`src/rtl/debug_overlay_sched.sv`:
```
// Debug overlay sequencer: per-frame snapshot strobe, debug page selection and
// periodic temperature-sensor measurement scheduling with timeout supervision.
module debug_overlay_sched #(
  parameter int NPAGES          = 4,
  parameter int FRAMES_PER_PAGE = 64,
  parameter int MEAS_PERIOD     = 128,
  parameter int MEAS_TIMEOUT    = 4096
) (
  input  logic        clk,
  input  logic        rst,
  input  logic        clken,
  input  logic [10:0] hc,
  input  logic [10:0] vc,
  input  logic        freeze,
  input  logic        next_page,
  input  logic        auto_cycle,
  input  logic        meas_done,
  output logic [3:0]  page,
  output logic        snap_strobe,
  output logic        meas_trigger,
  output logic        meas_busy,
  output logic        meas_valid,
  output logic        meas_timeout,
  output logic [6:0]  frame_cnt
);

  localparam int FW = $clog2(FRAMES_PER_PAGE + 1);
  localparam int PW = $clog2(MEAS_PERIOD);
  localparam int TW = $clog2(MEAS_TIMEOUT);

  localparam logic [3:0]    PAGE_MAX = 4'(NPAGES - 1);
  localparam logic [FW-1:0] PF_MAX   = FW'(FRAMES_PER_PAGE - 1);
  localparam logic [PW-1:0] PER_MAX  = PW'(MEAS_PERIOD - 1);
  localparam logic [TW-1:0] TO_MAX   = TW'(MEAS_TIMEOUT - 1);

  localparam logic [1:0] S_IDLE = 2'd0;
  localparam logic [1:0] S_PEND = 2'd1;
  localparam logic [1:0] S_TRIG = 2'd2;
  localparam logic [1:0] S_WAIT = 2'd3;

  logic          fs_s;
  logic          elapse_s;
  logic [3:0]    page_inc_s;
  logic [6:0]    frame_q, frame_d;
  logic          snap_q, snap_d;
  logic [3:0]    page_q, page_d;
  logic [FW-1:0] pf_q, pf_d;
  logic [PW-1:0] per_q, per_d;
  logic [1:0]    state_q, state_d;
  logic          pend_q, pend_d;
  logic [TW-1:0] tcnt_q, tcnt_d;
  logic          trig_q, trig_d;
  logic          busy_q, busy_d;
  logic          valid_q, valid_d;
  logic          tout_q, tout_d;

  assign fs_s       = clken && (hc == 11'd0) && (vc == 11'd0);
  assign elapse_s   = fs_s && (per_q == PER_MAX);
  assign page_inc_s = (page_q == PAGE_MAX) ? 4'd0 : page_q + 4'd1;

  always_comb begin
    frame_d = fs_s ? frame_q + 7'd1 : frame_q;
    snap_d  = fs_s && !freeze;
    per_d   = per_q;
    if (fs_s) begin
      per_d = (per_q == PER_MAX) ? '0 : per_q + PW'(1);
    end else begin
      per_d = per_q;
    end
  end

  // Manual advance beats the automatic one; a frozen overlay ignores both.
  always_comb begin
    page_d = page_q;
    pf_d   = pf_q;
    if (!freeze && next_page) begin
      page_d = page_inc_s;
      pf_d   = '0;
    end else if (!freeze && auto_cycle && fs_s) begin
      if (pf_q == PF_MAX) begin
        page_d = page_inc_s;
        pf_d   = '0;
      end else begin
        pf_d = pf_q + FW'(1);
      end
    end else begin
      pf_d = pf_q;
    end
  end

  // tcnt counts clocks since the trigger cycle, so TO_MAX is the last busy cycle.
  always_comb begin
    state_d = state_q;
    pend_d  = pend_q;
    tcnt_d  = tcnt_q + TW'(1);
    valid_d = valid_q;
    tout_d  = tout_q;
    case (state_q)
      S_IDLE: begin
        tcnt_d  = '0;
        state_d = elapse_s ? S_TRIG : S_IDLE;
      end
      S_PEND: begin
        tcnt_d  = '0;
        state_d = S_TRIG;
      end
      S_TRIG: begin
        state_d = S_WAIT;
        pend_d  = pend_q || elapse_s;
      end
      S_WAIT: begin
        if (meas_done || (tcnt_q == TO_MAX)) begin
          if (meas_done) begin
            valid_d = 1'b1;
            tout_d  = 1'b0;
          end else begin
            tout_d = 1'b1;
          end
          state_d = (pend_q || elapse_s) ? S_PEND : S_IDLE;
          pend_d  = 1'b0;
        end else begin
          pend_d = pend_q || elapse_s;
        end
      end
      default: begin
        state_d = S_IDLE;
        pend_d  = 1'b0;
      end
    endcase
    trig_d = (state_d == S_TRIG);
    busy_d = (state_d == S_TRIG) || (state_d == S_WAIT);
  end

  always_ff @(posedge clk or posedge rst) begin
    if (rst) begin
      frame_q <= 7'd0;
      snap_q  <= 1'b0;
      page_q  <= 4'd0;
      pf_q    <= '0;
      per_q   <= '0;
      state_q <= S_IDLE;
      pend_q  <= 1'b0;
      tcnt_q  <= '0;
      trig_q  <= 1'b0;
      busy_q  <= 1'b0;
      valid_q <= 1'b0;
      tout_q  <= 1'b0;
    end else begin
      frame_q <= frame_d;
      snap_q  <= snap_d;
      page_q  <= page_d;
      pf_q    <= pf_d;
      per_q   <= per_d;
      state_q <= state_d;
      pend_q  <= pend_d;
      tcnt_q  <= tcnt_d;
      trig_q  <= trig_d;
      busy_q  <= busy_d;
      valid_q <= valid_d;
      tout_q  <= tout_d;
    end
  end

  assign page         = page_q;
  assign snap_strobe  = snap_q;
  assign meas_trigger = trig_q;
  assign meas_busy    = busy_q;
  assign meas_valid   = valid_q;
  assign meas_timeout = tout_q;
  assign frame_cnt    = frame_q;

endmodule

```
`config.mk`:
```
export PLATFORM = sky130hd
export DESIGN_NAME = debug_overlay_sched
export DESIGN_NICKNAME = d
export VERILOG_FILES = /design/src/rtl/debug_overlay_sched.sv
export SDC_FILE = /design/constraint.sdc
export NUM_CORES = 1
export LEC_CHECK = 0
export ABC_AREA = 0
export BUFFER_PORTS_ARGS = -buffer_cell sky130_fd_sc_hd__clkbuf_2
export CORE_AREA = 2 2 69 77
export DETAILED_ROUTE_END_ITERATION = 12
export DIE_AREA = 0 0 71 79
export PLACE_DENSITY = 0.75
export SLEW_MARGIN = 25
export SYNTH_ARGS = -nofsm -noshare
export SYNTH_HDL_FRONTEND = slang
export SYNTH_SLANG_ARGS = --single-unit
```
`constraint.sdc`:
```
create_clock -name clk -period 1.75 [get_ports clk]
set_clock_uncertainty 0.2 [all_clocks]
set_input_delay 0.35 -clock clk [delete_from_list [all_inputs] [get_ports clk]]
set_output_delay 0.35 -clock clk [all_outputs]
set_load 0.01 [all_outputs]
```
### Word-level counts from Yosys, hierarchy flattened

Cells that the tools add are included.

* flip-flop bits (word level): 45
* input bits: 29
* output and inout port bits: 16
* logic and storage cells: 63

* $add $sub $neg: 5
* equality and inequality tests: 9
* mux-type cells: 16
* reductions and logical operators: 21

Operators by type and width (count)
* 2-to-1 mux 7 bit: 4
* logical NOT 11 bit: 2
* adder 7 x 1 -> 7 bit, second input constant: 3
* 2-to-1 mux 4 bit: 4
* adder 12 x 1 -> 12 bit, second input constant: 1
* == test 12 bit, second input constant: 1
* 2-to-1 mux 12 bit: 1
* == test 2 bit, second input constant: 4
* one-hot mux 2 bit (4 select lines): 1
* == test 7 x 6 -> 1 bit, second input constant: 1
* == test 7 bit, second input constant: 1
* logical AND 1 bit: 7
* nonzero test 2 bit: 3
* adder 4 x 1 -> 4 bit, second input constant: 1
* == test 4 x 2 -> 1 bit, second input constant: 1
* 2-to-1 mux 2 bit: 2
* AND reduction 2 bit: 2
* logical OR 1 bit: 3
* 2-to-1 mux 1 bit: 3
* AND reduction 3 bit: 1
* == test 2 x 1 -> 1 bit, second input constant: 1
* logical NOT 2 bit: 1
* one-hot mux 1 bit (2 select lines): 1
* OR reduction 2 bit: 1
* logical NOT 1 bit: 1

### Longest topological paths before layout

* word-level depth: 10
* gate-level depth with buffers: 6
* mapped depth without buffers: 5

### Worst setup path before layout

OpenSTA, ideal clock, no wires.

* path type: input port to flip-flop
* start point: input port vc[4]
* end point: register frame_q[1] (netlist: frame_cnt[1])
* setup time: 0.125 ns
* arrival: 1.590 ns
* required time: 1.425 ns
* path slack: -0.164 ns
* stages on the path: 5
* buffers on the path: 1
* path through: nor4_1 > nand4_1 > buf_2 > nor2_2 > mux2_2

* cells in the longest elaborated chain, start to end: 2

Ends and longest elaborated chain
* start, declared: line 13 `input logic [10:0] vc,`
* logical NOT 11 bit: line 57 `assign fs_s = clken && (hc == 11'd0) && (vc == 11'd0);`
* logical AND 1 bit: line 57
* end signal, assigned: line 149 `frame_q <= frame_d;`
* end, declared: line 44 `logic [6:0] frame_q, frame_d;`

Every way passes these cells.
A chain may end at the register's enable or synchronous reset.

### Final worst setup path

* start point: register pf_q[1]
* end point: register pf_q[3]

* cells in the longest elaborated chain, start to end: 4
* elaborated cells between the ends (all ways): 5
* classes of those cells: add/sub (1); eq/ne (1); mux (3)

Ends and longest elaborated chain
* start, declared: line 47 `logic [FW-1:0] pf_q, pf_d;`
* start signal, assigned: line 152 `pf_q <= pf_d;`
* adder 7 x 1 -> 7 bit or == test 7 x 6 -> 1 bit (tied branches): line 84, 80
* 2-to-1 mux 7 bit (*): line 80 `if (pf_q == PF_MAX) begin`
* 2-to-1 mux 7 bit (*): line 79 `end else if (!freeze && auto_cycle && fs_s) begin`
* 2-to-1 mux 7 bit (*): line 76 `if (!freeze && next_page) begin`

Every way passes the cells marked *; elsewhere a longest branch is shown, timed or not. The select of a mux whose other input is x is not followed.

==> qor.csv <==
stage,metric,value,unit
yosys,avgSynthCellArea,10.47,um2
drt,drcViolationCount,0,
drt,drt_iter0_drc,111,
yosys,ys_warn_count,0,
die,ios,45,
min_path,whs_path_depth,3,
worst_setup_path,worst-r2r-setup-slack,-210,ps
min_path,holdCritStartpoint,meas_done,
yosys,synth_top_family_by_area,simple AND/OR/NAND/NOR gates,
yosys,synth_xor_area_share,6.695,%
clock_network,cts_tree,built,
placement,post-place-cells,355,
worst_setup_path,cp_max_fo,4,
yosys,synth_top_area_share,47.82,%
die,die_area,5609,um2
clock_network,cts_sinks,45,
yosys,synthMuxAreaShare,1.382,%
layout,fin_nets,345,
yosys,netlist_instances,225,
timing,slew_violations,0,
timing,finalHoldViolCount,0,
yosys,async_reset_ff_share,100.0,%
clock_network,clkLatencyLatePin,300,ps
yosys,yosys_most_used_dff,dfrtp_1,
yosys,synth_edf_count,0,
timing,max_clock_freq,0.5113,GHz
drt,first_pass_iters,5,
clock_network,cts.clk_slew.worst_paths,90,ps
worst_setup_path,cp-end-kind,flip-flop,
worst_setup_path,reg2reg_from,pf_q[1],
min_path,min_path_type,in2reg,
worst_setup_path,cp-start-kind,flip-flop,
worst_setup_path,cp.arrival,1950,ps
placement,io_buffer_count,44,
drt,wl,5584,um
global_route,grt_use_total,20.69,%
worst_setup_path,reg2regPathDepth,5,
die,fp.dieW,71,um
timing,relSlewSlack,71.70,%
yosys,yosysSeqAreaShare,47.82,%
drt,ant_nets,0,
layout,antenna_cells,0,
power_and_ir_drop,p_int,1.889,mW
yosys,ys_seq_elements,45,
timing,setup_viol,6,
yosys,synth-compound-area-share,11.42,%
die,fp.dieH,79,um
min_path,holdPathEnd,meas_valid,
global_route,antenna_found_initial,0,
global_route,grt_pass1_vias,2019,
power_and_ir_drop,clock_power_share,36.4,%
drt,vias_per_cell,5.670,
timing,rsz0062_at_grt,yes,
yosys,synth_top_area_cell,dfrtp_1,
timing,fin_crit_sh,111.8,%
global_route,grt_overflow_total,0,
power_and_ir_drop,p_sw_share,26.14,%
layout,final_area,3181,um2
power_and_ir_drop,ir_drop,0.0004007,V
die,fp.coreArea,4898,um2
status,outcome,"finished, violations left",
flow_run,maxCapViolations,0,
placement,dpl.hpwl,3983,um
timing,period_needed,1956,ps
global_route,grt_pass1_wl,9294,um
clock_network,htree_levels,2,
layout,drive_above_1_share,38.78,%
die,num_rows,27,
worst_setup_path,path_class,reg2reg,
yosys,synth.distinct_cells,50,
clock_network,cts_buffer_depth,2,
yosys,synthesis.area,2355,um2
yosys,synthSimpleGateAreaFrac,26.78,%
worst_setup_path,cp.required,1740,ps
drt,vias,2098,
power_and_ir_drop,pwr-share-seq,47.8,%
clock_network,root_buffer,clkbuf_8,
clock_network,cts_inserted_buffers,5,
layout,final_cells,370,
yosys,syn_nets,259,
timing,layout_setup_ws,-205.9,ps
timing,max_slew.worst_pin.slew,424.5,ps
status,violations,setup timing,
power_and_ir_drop,p_switching,668.6,uW
placement,gp_congestion,0.8836,
power_and_ir_drop,total_leakage_power,1.530,nW
yosys,synthTopCellsByArea,"dfrtp_1 48%, xor2_1 4.5%, nand4_1 3.5%",
global_route,grt_max_degree,46,
power_and_ir_drop,p_comb_share,15.8,%
power_and_ir_drop,powerDensity,804.1,nW/um2
drt,drt-wirelength-per-cell,15.09,um
worst_setup_path,timing.rr.end,pf_q[3],
yosys,synth_adder_area_share,2.657,%
die,initial_core_util,48.07,%
layout,area_growth,35.07,%
placement,post_dp_cell_area,2945,um2
[Yosys cell counts (2+ instances only)]
library cell,instances
a31oi_1,3
xnor2_1,6
nand3_1,14
nor4_1,3
a22o_1,2
nand2b_1,2
nor3_1,10
ha_1,5
a211o_1,3
a2bb2oi_1,2
and4_1,2
a31o_2,2
dfrtp_1,45
mux2_2,2
a21oi_1,5
o21a_1,3
clkbuf_1,5
o211ai_1,3
nor3_2,4
nor2_1,19
o21ai_0,3
nand4_1,13
and3_1,3
nand2_1,11
o31a_1,2
inv_1,9
or4_1,4
and2_1,4
xor2_1,12
nor4_4,2
or3_1,2
o31ai_1,2
[power by group through the flow]
stage | clock, mW | combinational, mW | sequential [mW]
2_1_floorplan | 0 | 0.225 | 1.24
3_3_place_gp | 0 | 0.378 | 1.24
3_5_place_dp | 0 | 0.388 | 1.24
4_1_cts | 0.944 | 0.393 | 1.22
5_1_grt | 0.980 | 0.456 | 1.24
6_report | 0.930 | 0.404 | 1.22
[cells in the final DEF (no fill, tap or decap), types with 3 or more instances in the layout]
master    instances
nand4_1          13
clkbuf_8          5
nand2_1          10
nor4_4            4
or4_1             4
o21ai_0           3
nor2_1           19
nor3_2            4
and3_1            3
dfrtp_1          45
a211o_1           3
buf_4            41
ha_1              3
inv_1             8
and2_1            3
o211ai_1          3
nand3_1          14
clkbuf_2         44
xor2_1           12
xnor2_1           6
a21oi_1           5
nor3_1            9
a31oi_1           3
o21a_1            3
[how the worst max path moves through the flow]
stage | startpoint | end
global placement | vc[4] | per_q[3]
finish | pf_q[1] | pf_q[3]
CTS | pf_q[1] | pf_q[3]
global route | pf_q[1] | pf_q[3]
detailed placement | hc[10] | frame_cnt[4]
floorplan | pf_q[0] | pf_q[3]
[layer usage]
layer	share of wire (%)	global-route usage (%)	wire length, um	vias up
met3	4.5	4.822	249	9
met2	51	35.89	2828	58
met5	0	0	0	-
li1	-	-	-	1006
met4	1.2	5.283	67	0
met1	44	26.01	2440	1025
[metrics by stage]
stage	setup TNS (ps)	hold WS [ps]	power (mW)	setup slack, ps	util (%)
5_1_grt	-1075	140.9	2.678	-222.4	64.93
2_1_floorplan	-284.7	223.5	1.462	-91.08	-
6_report	-758.4	138.4	2.558	-205.9	64.93
3_5_place_dp	-4887	192.7	1.632	-284.3	60.13
4_1_cts	-524.3	134.4	2.560	-192.9	63.50
3_3_place_gp	-3183	187.0	1.616	-203.8	60.13
[worst max-delay path, cell delays in order (launching register included)]
cell and delay [ps]:
dfrtp_1 390, ha_2 200, nand4_1 120, or3_4 390
a211o_1 300, a32o_1 260
[logic make-up after synthesis]
family / count (synthesis)
and+or+nand+nor: 101
DFF: 45
AOI/OAI and AO/OA: 36
xor gates and xnor gates: 18
buffers and inverters: 17
adders and majority gates: 5
muxes: 3
[flip-flops by register name, indices dropped and copies added (netlist names)]
| signal | count |
|---|---|
| meas_busy | 1 |
| state_q | 2 |
| snap_strobe | 1 |
| meas_timeout | 1 |
| page | 4 |
| meas_valid | 1 |
| frame_cnt | 7 |
| tcnt_q | 12 |
| meas_trigger | 1 |
| pf_q | 7 |
| pend_q | 1 |
| per_q | 7 |
[what timing repair did]
action,in CTS,in global routing
endpoints found under the setup margin,7,16
hold buffers,1,0
resized for setup,4,6
endpoints found under the hold margin,45,0
pin swaps,4,10
setup buffers,3,6
[layout make-up]
type	instances	area [um2]
fillers	384	1718
multi-input cells	163	1256
flip-flops and latches	45	1126
repair buffers	87	558.0
well taps	58	72.57
clock buffers	5	68.82
clock inverters	3	65.06
inverters	9	33.78
(Power assumes the default switching activity.)
